==> src/rtl/note_pan_encoder.sv <==
// note_pan_encoder: tags three voice samples with a per-voice pan bit that is fixed,
// alternating or LFSR-random, hopping every HOP_SAMPLES audio strobes.
module note_pan_encoder #(
    parameter int          HOP_SAMPLES = 12000,
    parameter logic [15:0] LFSR_SEED   = 16'hACE1
) (
    input  logic        clk_in,
    input  logic        rst_n_in,
    input  logic        sample_valid,
    input  logic [15:0] sample_a,
    input  logic [15:0] sample_b,
    input  logic [15:0] sample_c,
    input  logic [2:0]  voice_en,
    input  logic [1:0]  mode_a,
    input  logic [1:0]  mode_b,
    input  logic [1:0]  mode_c,
    input  logic        hop_sync,
    output logic [16:0] note_data_a,
    output logic [16:0] note_data_b,
    output logic [16:0] note_data_c,
    output logic        note_valid,
    output logic        hop
);
    localparam int CW = HOP_SAMPLES > 1 ? $clog2(HOP_SAMPLES) : 1;
    localparam logic [CW-1:0] LAST = CW'(HOP_SAMPLES - 1);

    logic [CW-1:0] count;
    logic [15:0]   lfsr;
    logic [15:0]   lfsr_adv;
    logic          pan_a, pan_b, pan_c;
    logic          pan_a_nx, pan_b_nx, pan_c_nx;
    logic          hop_now;

    // mode[1] selects hopping behaviour; fixed modes simply drive mode[0]
    function automatic logic pan_next(input logic [1:0] mode, input logic pan,
                                      input logic hopping, input logic rnd);
        return mode[1] ? (hopping ? (mode[0] ? rnd : ~pan) : pan) : mode[0];
    endfunction

    always_comb begin
        hop_now  = sample_valid && !hop_sync && (count == LAST);
        lfsr_adv = {1'b0, lfsr[15:1]} ^ (lfsr[0] ? 16'hB400 : 16'h0000);
        pan_a_nx = pan_next(mode_a, pan_a, hop_now, lfsr_adv[0]);
        pan_b_nx = pan_next(mode_b, pan_b, hop_now, lfsr_adv[1]);
        pan_c_nx = pan_next(mode_c, pan_c, hop_now, lfsr_adv[2]);
    end

    always_ff @(posedge clk_in or negedge rst_n_in) begin
        if (!rst_n_in) begin
            count       <= '0;
            lfsr        <= LFSR_SEED;
            pan_a       <= 1'b1;
            pan_b       <= 1'b0;
            pan_c       <= 1'b1;
            note_data_a <= '0;
            note_data_b <= '0;
            note_data_c <= '0;
            note_valid  <= 1'b0;
            hop         <= 1'b0;
        end else begin
            if (hop_sync)
                count <= '0;
            else if (sample_valid)
                count <= hop_now ? '0 : count + 1'b1;
            if (hop_now)
                lfsr <= lfsr_adv;
            note_valid <= sample_valid;
            hop        <= hop_now;
            if (sample_valid) begin
                pan_a       <= pan_a_nx;
                pan_b       <= pan_b_nx;
                pan_c       <= pan_c_nx;
                note_data_a <= {voice_en[0] ? sample_a : 16'd0, pan_a_nx};
                note_data_b <= {voice_en[1] ? sample_b : 16'd0, pan_b_nx};
                note_data_c <= {voice_en[2] ? sample_c : 16'd0, pan_c_nx};
            end
        end
    end
endmodule
==> config.mk <==
export PLATFORM = sky130hd
export DESIGN_NAME = note_pan_encoder
export DESIGN_NICKNAME = d
export VERILOG_FILES = /design/src/rtl/note_pan_encoder.sv
export SDC_FILE = /design/constraint.sdc
export NUM_CORES = 1
export LEC_CHECK = 0
export CAP_MARGIN = 25
export CORE_MARGIN = 5
export CORE_UTILIZATION = 42
export CTS_CLUSTER_DIAMETER = 30
export DETAILED_ROUTE_END_ITERATION = 10
export PLACE_DENSITY = 0.87
export SYNTH_ARGS = -nofsm -noshare
export SYNTH_HDL_FRONTEND = slang
export SYNTH_SLANG_ARGS = --single-unit
==> constraint.sdc <==
create_clock -name clk_in -period 1.78 [get_ports clk_in]
set_input_delay 0.356 -clock clk_in [delete_from_list [all_inputs] [get_ports clk_in]]
set_output_delay 0.356 -clock clk_in [all_outputs]
set_load 0.01 [all_outputs]
# Yosys cells after proc, flatten, opt, wreduce, memory -nomap -nowiden

Cells that the tools add are included.

Latch bits: 0
Input bits: 61
Bits in registers: 86
Word-level logic and storage cells: 36
Bits in read-only memories: 0
Memory bits (writable): 0
Memories: 0
Output and inout bits: 53

Multipliers: 0
Bitwise operators: 4
Eq/ne operators: 1
$add $sub $neg: 1
Reduce and logical (&&, ||, !) cells: 4
Muxes and demuxes: 16
Shift operators: 0
Div/mod/pow operators: 0
Magnitude comparators: 0

Operators by type and width:

| operator              | count |
|---|---|
| $mux 16               | 4 |
| $mux 14               | 3 |
| $xor 15x16->16        | 1 |
| $add 14x1->14 const B | 1 |
| $eq 14x14->1 const B  | 1 |
| $mux 1                | 9 |
| $not 1->1             | 3 |
| $logic_and 1x1->1     | 2 |
| $reduce_bool 2->1     | 1 |
| $logic_not 1->1       | 1 |

# Depth between registers and ports, before layout

Gate-level depths: netlist of the first run.

Depth after elaboration: 6
Mapped depth: 7
Mapped depth without buffers: 6

# Worst setup path after synthesis of the first run

OpenSTA, ideal clock, no wires.

Kind: register to register
From: register count[0]
To: register note_data_b[0]
Setup time: 0.126 ns
Clock period less this slack: 1.727 ns
Data required time: 1.654 ns
Setup slack: 0.053 ns
Stages on the path, launching flop included: 6
Buffers on the path: 0
Arrival time: 1.601 ns
Cell sequence: dfrtp_1 ha_1 and4_1 nand4_1 mux2_1 a221o_1

Cells in the longest elaborated chain, start to end: 4

Ends and longest elaborated chain:

| element                | RTL line | RTL |
|---|---|---|
| start, declared        | 27       | `logic [CW-1:0] count;` |
| start signal, assigned | 64       | `count <= hop_now ? '0 : count + 1'b1;` |
| $eq 14x14->1           | 41       | `hop_now = sample_valid && !hop_sync && (count == LAST);` |
| $logic_and 1x1->1      | 41       |  |
| $mux 1 (2 in series)   | 37       | `return mode[1] ? (hopping ? (mode[0] ? rnd : ~pan) : pan) : mode[0];` |
| end signal, assigned   | 74       | `note_data_b <= {voice_en[1] ? sample_b : 16'd0, pan_b_nx};` |
| end, declared          | 19       | `output logic [16:0] note_data_b,` |

Every way passes these cells.
A chain may end at the register's enable or synchronous reset.

# Final worst setup path of the first run

From: register note_data_b[0]
To: output note_data_b[0]

No word-level cell between the ends.

==> metrics.cfg, run 1 <==
[power]
finalPower_uw = 4280
power.density_mw_per_mm2 = 797
ir_drop_mv = 0.437
leakagePower_uw = 0.00239

[flow_run]
maxCapViolCount = 0

[synth]
synth.avg_cell_area_um2 = 9.12
yosysSeqAreaShare_pct = 57.1
synth_top_area_share_pct = 50.1
syn_nets = 473
ys_seq_elements = 85
synthCells = 411
ys.warnings.count = 0
synthArstFlopShare_pct = 100
synth-main-ff-cell = dfrtp_1
syn_area_mm2 = 0.00375
yosys.area.top_type = dfrtp_1
synth_edf_count = 0
synth_cell_types = 49
netlist_top_cells_area = dfrtp_1, nand2_1, o21ai_0, dfstp_2, inv_1

[detailed_routing]
ant_nets = 0
post_drt_via_cell_ratio = 5.01
wl_per_cell_um = 15.1
first_pass_iters = 4
dr_total_vias = 3258
wl_um = 9790
drtIter0Drc = 186
drc = 0

[hold_path]
hold_path.class = in -> async

[cts]
cts_buffers = 9
clk_latency_ps = 350
clkSinkCount = 85
h-tree-depth = 3
clockRootBuffer = clkbuf_8
cts.clk_slew.worst_paths_ps = 80
clock_path_buffers = 2
cts_tree = yes

[setup_path]
slowest_delay_ps = 580
cp_cell_sequence = clkdlybuf4s50_1
cp_slowest_cell = clkdlybuf4s50_1
path_class = reg -> out
r2r-end = note_data_b[0]
r2r_cells = 5
r2r-start = count[12]
critPathTopFamily = buffers and inverters
cp.buffers_inverters = 1
cp.arrival_ps = 1380
end_kind = primary output
r2r_setup_slack_ps = 60
startpoint_type = register
cp_max_fo = 6
cp.required_ps = 1420

[die]
fp.dieArea_mm2 = 0.0109
io_pins = 114
core_area_mm2 = 0.00872
die_h_um = 104
die_x_um = 104
start_util_pct = 43.0
rows = 34

[sta]
hold_viol_final = 0
tightest_slew_ps = 574
finalSetupViolations = 0
max_freq_mhz = 577
setup_tns_ps = 0
rsz0062_at_grt = no
fin_skew_ps = 8.56
max_slew_margin_pct = 61.7
maxSlewViolCount = 0
period_minus_slack_ps = 1730
min_period_over_period_pct = 97.4
timing.hold.ws_ps = 440

[place]
dp_hpwl_um = 7280
gp_congestion = 0.841
portBuffers = 113
place_area_mm2 = 0.00511

[grt]
antenna_found_initial = 0
grt_max_degree = 38
grt_pass1_vias = 3274
grt_pass1_wl_um = 16300
grt_remaining_overflow = 0
grt_usage_pct = 18.0

[layout]
area_growth_pct = 43.4
antenna_cells = 0
nets = 599
drive_gt1_share_pct = 11.1
design_area_mm2 = 0.00537

[outcome]
status = finished clean

-- metrics by stage --
stage	worst slack (ps)	cells	utilization, %
after floorplan	53.4	411	-
after global placement	-183	632	58.6
after detailed placement	-188	632	58.6
after CTS	8.55	649	61.2
after global routing	12.8	650	61.6
final	46.8	650	61.6
-- registers in the layout (all words and copies together), names as in the netlist --
signal	flops
lfsr	16
note_data_c	17
note_data_a	17
hop	1
count	14
note_data_b	17
note_valid	1
pan_c	1
pan_a	1
-- logic make-up (layout without fill, tap and decap cells) --
group                    Yosys count  after routing  synth area share, %
buffers and inverters             81            212                 8.41
adder cells (fa/ha/maj)            1              1                0.334
AND/OR/NAND/NOR                  141            141                 17.1
flip-flops                        85             85                 57.1
AO/OA/AOI/OAI                     93             93                 14.5
XOR/XNOR                           5              5                 1.17
multiplexers                       5              5                 1.44
-- layout make-up --
| cell class | instances | area, µm² |
|---|---|---|
| timing repair buffer | 138 | 1350 |
| fill | 678 | 3350 |
| clock buffer | 11 | 131 |
| inverter | 58 | 218 |
| multi-input combinational | 245 | 1320 |
| sequential | 85 | 2140 |
| tap | 108 | 135 |
| clock inverter | 5 | 83.8 |
-- power breakdown --
group	switching, µW	internal, µW	total, µW
combinational	295	379	674
sequential	66.9	2040	2110
clock	702	797	1500
-- cells in the final DEF (no fill, tap or decap), types with 2 or more instances in the layout --
cell / synthesis / layout
clkbuf_8: 0 / 9
mux2_2: 2 / 2
nor2_1: 7 / 7
a21oi_1: 7 / 7
clkbuf_1: 15 / 2
clkinvlp_4: 0 / 2
buf_12: 0 / 2
or3_1: 2 / 2
buf_4: 1 / 22
clkdlybuf4s50_1: 0 / 111
xor2_1: 2 / 2
and2_1: 4 / 4
inv_1: 57 / 57
nand4_1: 5 / 5
nand2_1: 100 / 100
nand3_1: 7 / 7
dfrtp_1: 75 / 75
a31oi_1: 8 / 8
dfstp_2: 10 / 10
o21ai_0: 60 / 60
a221o_1: 2 / 2
xnor2_1: 3 / 3
bufinv_16: 0 / 2
mux2i_1: 2 / 2
and3_1: 3 / 3
nor3_1: 2 / 2
and4_1: 3 / 2
-- what timing repair did --
action                                  CTS  global route
hold buffers                              1             0
pin swaps                                 0             3
resized for setup                         1             8
setup buffers                             0             1
endpoints found under the setup margin    1            14
hold endpoints to repair                 13             0
-- worst max path at each step --
stage                        start        endpoint  cells after the start  slack (ps)
floorplan                 count[0]  note_data_b[0]                      5          50
global placement          hop_sync           pan_a                      6        -180
detailed placement        hop_sync           pan_a                      6        -190
CTS                       count[5]  note_data_c[0]                      4           9
global route             count[12]  note_data_b[0]                      5          10
finish              note_data_b[0]  note_data_b[0]                      1          50
-- synthesized netlist by cell type, drive strengths merged, types with 3 or more instances --
| cell type | count |
|---|---|
| a21oi | 7 |
| a31oi | 8 |
| and2 | 4 |
| and3 | 3 |
| and4 | 3 |
| buf | 8 |
| clkbuf | 15 |
| dfrtp | 75 |
| dfstp | 10 |
| inv | 58 |
| mux2 | 3 |
| nand2 | 100 |
| nand3 | 7 |
| nand4 | 6 |
| nor2 | 7 |
| o21ai | 60 |
| xnor2 | 3 |
-- routing by layer --
layer / vias to the layer above / track usage (%) / routed length (µm)
li1: 1601 / - / -
met1: 1537 / 22.9 / 4290
met2: 106 / 30.0 / 4780
met3: 14 / 4.47 / 583
met4: 0 / 5.64 / 136
met5: - / 0 / 0
(Power assumes the default switching activity.)
==> inputs of run 2 (changes only) <==
--- a/config.mk
+++ b/config.mk
@@ -10,7 +10,7 @@
 export CORE_UTILIZATION = 42
 export CTS_CLUSTER_DIAMETER = 30
 export DETAILED_ROUTE_END_ITERATION = 10
-export PLACE_DENSITY = 0.87
+export PLACE_DENSITY_LB_ADDON = 0.2
 export SYNTH_ARGS = -nofsm -noshare
 export SYNTH_HDL_FRONTEND = slang
 export SYNTH_SLANG_ARGS = --single-unit
==> metrics.cfg, run 2 (synthesis results as in run 1) <==
[outcome]
status = finished clean

[grt]
antenna_found_initial = 0  ; unchanged
met1_usage_pct = 24.6  ; +1.7 points
grt_usage_pct = 17.3  ; -0.65 points
grt_remaining_overflow = 0  ; unchanged
grt_most_used_layer = met2
grt_pass1_wl_um = 15500  ; -4.7%
grt_util_met3_pct = 4.90  ; +0.43 points
grt_max_degree = 56  ; +47%
grt_pass1_vias = 3056  ; -6.7%
grt_use_met2_pct = 25.5  ; -4.5 points

[cts]
clkSinkCount = 85  ; unchanged
clockRootBuffer = clkbuf_8
cts.clk_slew.worst_paths_ps = 90  ; about the same
cts_buffers = 9  ; unchanged
clock_path_buffers = 2  ; unchanged
cts_tree = yes
clk_latency_ps = 360  ; about the same
h-tree-depth = 3  ; unchanged

[flow_run]
maxCapViolCount = 0  ; unchanged

[setup_path]
r2r-end = note_data_a[0]
r2r_setup_slack_ps = 50  ; about the same
cp.required_ps = 2080  ; +660 ps
cp.arrival_ps = 2040  ; +660 ps
path_class = reg -> reg
startpoint_type = register
r2r-start = count[1]
cp_max_fo = 4  ; -2
end_kind = register
r2r_cells = 5  ; unchanged

[detailed_routing]
wl_um = 9230  ; -5.7%
dr_total_vias = 3198  ; -1.8%
drtIter0Drc = 120  ; -35%
post_drt_via_cell_ratio = 4.94  ; -1.4%
drc = 0  ; unchanged
ant_nets = 0  ; unchanged
first_pass_iters = 4  ; unchanged
wl_per_cell_um = 14.3  ; -5.3%

[power]
finalPower_uw = 4320  ; +0.83%
pwr-share-clk_pct = 35.8  ; +0.8 points
ir_drop_mv = 0.350  ; -20%
p_seq_share_pct = 48.8  ; -0.5 points
pwr-share-comb_pct = 15.4  ; -0.3 points
netSwitchingPower_uw = 1060  ; about the same
leakagePower_uw = 0.00238  ; -0.36%
p_sw_share_pct = 24.6  ; -0.22 points
power.density_mw_per_mm2 = 807  ; +1.3%
internal-power_uw = 3260  ; +1.1%

[place]
gp_congestion = 0.832  ; -1.0%
dp_hpwl_um = 6700  ; -7.9%
portBuffers = 113  ; unchanged
dp.cells = 630  ; -0.32%

[sta]
max_freq_mhz = 578  ; +0.12%
min_period_over_period_pct = 97.3  ; -0.12 points
maxSlewViolCount = 0  ; unchanged
hold_viol_final = 0  ; unchanged
finalSetupViolations = 0  ; unchanged
max_slew_margin_pct = 60.4  ; -1.4 points
rsz0062_at_grt = yes
fin_skew_ps = 11.1  ; +2.50 ps
period_minus_slack_ps = 1730  ; -2.13 ps
tightest_slew_ps = 595  ; +20.6 ps

[layout]
area_growth_pct = 42.7
drive_gt1_share_pct = 10.8  ; -0.31 points
fill_cells = 752  ; +11%
layout_common_cells = clkdlybuf4s50_1, nand2_1, dfrtp_1
nets = 596  ; -0.50%
antenna_cells = 0  ; unchanged
stdcell_count = 647  ; -0.46%
final_common_cell = clkdlybuf4s50_1
top_regs = note_data_a x17, note_data_b x17, note_data_c x17

[die]
die_h_um = 104  ; unchanged
io_pins = 114  ; unchanged
core_area_mm2 = 0.00872  ; unchanged
fp.dieArea_mm2 = 0.0109  ; unchanged
rows = 34  ; unchanged
die_x_um = 104  ; unchanged
start_util_pct = 43.0  ; unchanged

[hold_path]
hold_path_end = note_valid
min_from = sample_valid
hold_path.class = in -> reg
worstHoldPathCells = 2

[run 2: cell type report]
cell class	instances	area [µm²]	area share, %
Sequential cell	85	2140	40.0
Timing Repair Buffer	135	1320	24.7
Tap cell	108	135	2.53
Multi-Input combinational cell	245	1310	24.4
Clock inverter	6	93.8	1.75
Clock buffer	10	138	2.57
Inverter	58	218	4.07
[run 2: worst max-delay path: stages (launching register included)]
cell	delay (ps)
dfrtp_1	390
ha_1	200
and4_4	250
nand4_2	160
a2111oi_1	460
o32a_1	220
[run 2: layer usage]
metal	routed length, µm	vias up
met5	0	-
met4	133	0
met3	627	11
met2	4060	103
met1	4410	1492
li1	-	1592
[run 2: worst max path at each step]
stage / from / end / slack [ps]
6_report: count[1] / note_data_a[0] / 50
5_1_grt: count[12] / note_data_a[0] / -120
4_1_cts: count[5] / note_data_b[0] / 1
3_5_place_dp: hop_sync / note_data_a[0] / -230
3_3_place_gp: hop_sync / note_data_c[0] / -120
2_1_floorplan: count[0] / note_data_b[0] / 50
[run 2: power groups by stage]
| stage | sequential [µW] | combinational (µW) | clock, µW |
|---|---|---|---|
| after floorplan | 2180 | 178 | 0 |
| after detailed placement | 2140 | 667 | 0 |
| after global placement | 2140 | 654 | 0 |
| after global routing | 2120 | 735 | 1680 |
| final | 2110 | 666 | 1550 |
| after CTS | 2110 | 672 | 1570 |
[run 2: what timing repair did]
| action | in CTS | in global routing |
|---|---|---|
| hold endpoints to repair | 23 | 0 |
| hold buffers | 1 | 0 |
| pin swaps | 0 | 3 |
| buffers inserted | 0 | 0 |
| resized for setup | 1 | 4 |
| setup endpoints to repair | 1 | 8 |
[run 2: stage by stage]
step                setup WS, ps  cell area, µm²  TNS, ps  utilization (%)  hold WS (ps)
floorplan                   53.4            3750        0                -          60.4
global placement            -121            5090    -1490             58.4           337
detailed placement          -229            5090    -3060             58.4           343
CTS                         1.25            5340        0             61.2           389
global route                -121            5350     -181             61.3           394
finish                      48.9            5350        0             61.3           384
==> inputs of run 3 (changes only) <==
--- a/config.mk
+++ b/config.mk
@@ -7,7 +7,7 @@
 export LEC_CHECK = 0
 export CAP_MARGIN = 25
 export CORE_MARGIN = 5
-export CORE_UTILIZATION = 42
+export CORE_UTILIZATION = 30
 export CTS_CLUSTER_DIAMETER = 30
 export DETAILED_ROUTE_END_ITERATION = 10
 export PLACE_DENSITY_LB_ADDON = 0.2
==> metrics.cfg, run 3 (synthesis results as in run 1) <==
[grt]
grt_max_degree = 46  ; -18%
antenna_found_initial = 0  ; unchanged
grt_pass1_vias = 3098  ; +1.4%
grt_remaining_overflow = 0  ; unchanged
grt_pass1_wl_um = 15500  ; about the same
grt_usage_pct = 13.2  ; -4.2 points

[setup_path]
slowest_delay_ps = 410  ; -50 ps
worst-path-stages = 6  ; +1
critPathTopFamily = simple AND/OR/NAND/NOR gates
cp_max_fo = 6  ; +2
cp_slowest_cell = dfrtp_1
path_class = reg -> reg
r2r_cells = 6  ; +1
cp.arrival_ps = 1960  ; -80 ps
end_kind = register
cp.required_ps = 2000  ; -80 ps
cp.buffers_inverters = 2  ; +2
cp_cell_sequence = nor4b_4, buf_4, nand4_4, inv_4, a211oi_2, or3_1
startpoint_type = register

[power]
power.density_mw_per_mm2 = 851  ; +5.4%
pwr-share-comb_pct = 14.2  ; -1.2 points
leakagePower_uw = 0.00244  ; +2.6%
p_sw_share_pct = 23.2  ; -1.4 points
netSwitchingPower_uw = 1090  ; +3.0%
internal-power_uw = 3630  ; +11%
p_seq_share_pct = 44.7  ; -4.1 points
pwr-share-clk_pct = 41.1  ; +5.3 points
ir_drop_mv = 0.390  ; +11%

[detailed_routing]
first_pass_iters = 4  ; unchanged
post_drt_via_cell_ratio = 4.50  ; -8.9%
wl_um = 9560  ; +3.6%
wl_per_cell_um = 13.5  ; -5.6%
drc = 0  ; unchanged
drtIter0Drc = 205  ; +71%
dr_total_vias = 3198  ; unchanged
ant_nets = 0  ; unchanged

[sta]
hold_viol_final = 0  ; unchanged
tightest_slew_ps = 591  ; -3.82 ps
maxSlewViolCount = 0  ; unchanged
max_slew_margin_pct = 60.6  ; +0.25 points
rsz0062_at_grt = yes
min_period_over_period_pct = 97.4  ; +0.14 points
fin_skew_ps = 6.12  ; -4.93 ps
max_freq_mhz = 577  ; -0.15%
period_minus_slack_ps = 1730  ; +2.55 ps
finalSetupViolations = 0  ; unchanged
timing.final.ws_setup_ps = 46.4  ; -2.55 ps

[cts]
cts_tree = yes
h-tree-depth = 3  ; unchanged
clkSinkCount = 85  ; unchanged
cts_buffers = 9  ; unchanged
clk_latency_ps = 340  ; -20 ps
clockRootBuffer = clkbuf_16
clock_path_buffers = 2  ; unchanged
cts.clk_slew.worst_paths_ps = 60  ; -30 ps

[layout]
area_growth_pct = 48.0
fill_cells = 1190  ; +58%
antenna_cells = 0  ; unchanged
stdcell_count = 710  ; +9.7%
seq_area_mm2 = 0.00214  ; unchanged
top_regs = note_data_a x17, note_data_b x17, note_data_c x17
final_common_cell = clkdlybuf4s50_1
nets = 599  ; +0.50%
multi_input_area_mm2 = 0.00132  ; +0.96%
layout_common_cells = clkdlybuf4s50_1, nand2_1, dfrtp_1
design_area_mm2 = 0.00555  ; +3.7%
drive_gt1_share_pct = 11.3  ; +0.49 points

[flow_run]
maxCapViolCount = 0  ; unchanged

[die]
core_area_mm2 = 0.0121  ; +39%
die_h_um = 122  ; +17%
io_pins = 114  ; unchanged
fp.dieArea_mm2 = 0.0148  ; +36%
start_util_pct = 31.0  ; -12 points
die_x_um = 122  ; +17%
rows = 40  ; +18%

[place]
dp.cells = 692  ; +9.8%
dp_slack_ps = -172  ; +56.6 ps
gp_congestion = 0.803  ; -3.6%
place_area_mm2 = 0.00518  ; +1.8%
dp_hpwl_um = 6970  ; +4.0%
portBuffers = 113  ; unchanged

[hold_path]
hold_path.class = in -> reg
worstHoldPathCells = 2  ; unchanged

[outcome]
status = finished clean

[run 3: per-stage QoR]
stage,hold WS (ps),util [%],total power [µW],setup TNS (ps)
after global routing,355,45.8,4950,-29.5
after floorplan,60.4,-,2360,0
final,347,45.8,4720,0
after detailed placement,359,42.8,2820,-3090
after global placement,360,42.8,2800,-2140
after CTS,345,45.5,4810,0
[run 3: worst paths after layout]
check                        startpoint         endpoint  slack (ps)
setup / recovery              count[12]   note_data_c[0]          50
min in group asynchronous      rst_n_in         count[0]         520
max in group asynchronous      rst_n_in  note_data_b[12]         700
hold reg to reg                lfsr[15]         lfsr[15]         450
hold / removal             sample_valid       note_valid         350
setup reg to reg              count[12]   note_data_c[0]          50
[run 3: per-layer routing]
layer / global-route usage (%) / up-vias / share of wire [%]
met1: 17.2 / 1512 / 47
li1: - / 1596 / -
met3: 4.36 / 10 / 6.7
met5: 0 / - / 0
met2: 20.2 / 80 / 45
met4: 5.18 / 0 / 1.5
[run 3: power by group through the flow]
stage	clock [µW]	sequential, µW	combinational [µW]
after floorplan	0	2180	178
after global placement	0	2140	666
after detailed placement	0	2140	673
after CTS	2020	2110	678
after global routing	2090	2120	734
final	1940	2110	669
[run 3: worst register-to-register path, cell delays in order (launching register included)]
cell      delay [ps]
dfrtp_1          410
nor4b_4          380
buf_4            180
nand4_4          120
inv_4            130
a211oi_2          70
or3_1            330
[run 3: repair_timing]
item / in CTS / in global routing
buffers inserted: 0 / 1
hold endpoints to repair: 23 / 0
hold buffers: 1 / 0
endpoints found under the setup margin: 0 / 3
resized for setup: 0 / 9
[run 3: cell type report]
type	instances	area share (%)
clock buffers	13	4.87
clock inverters	3	0.767
inverters	58	3.97
repair buffers	138	24.3
flip-flops and latches	85	38.6
multi-input cells	245	23.8
well taps	168	3.79
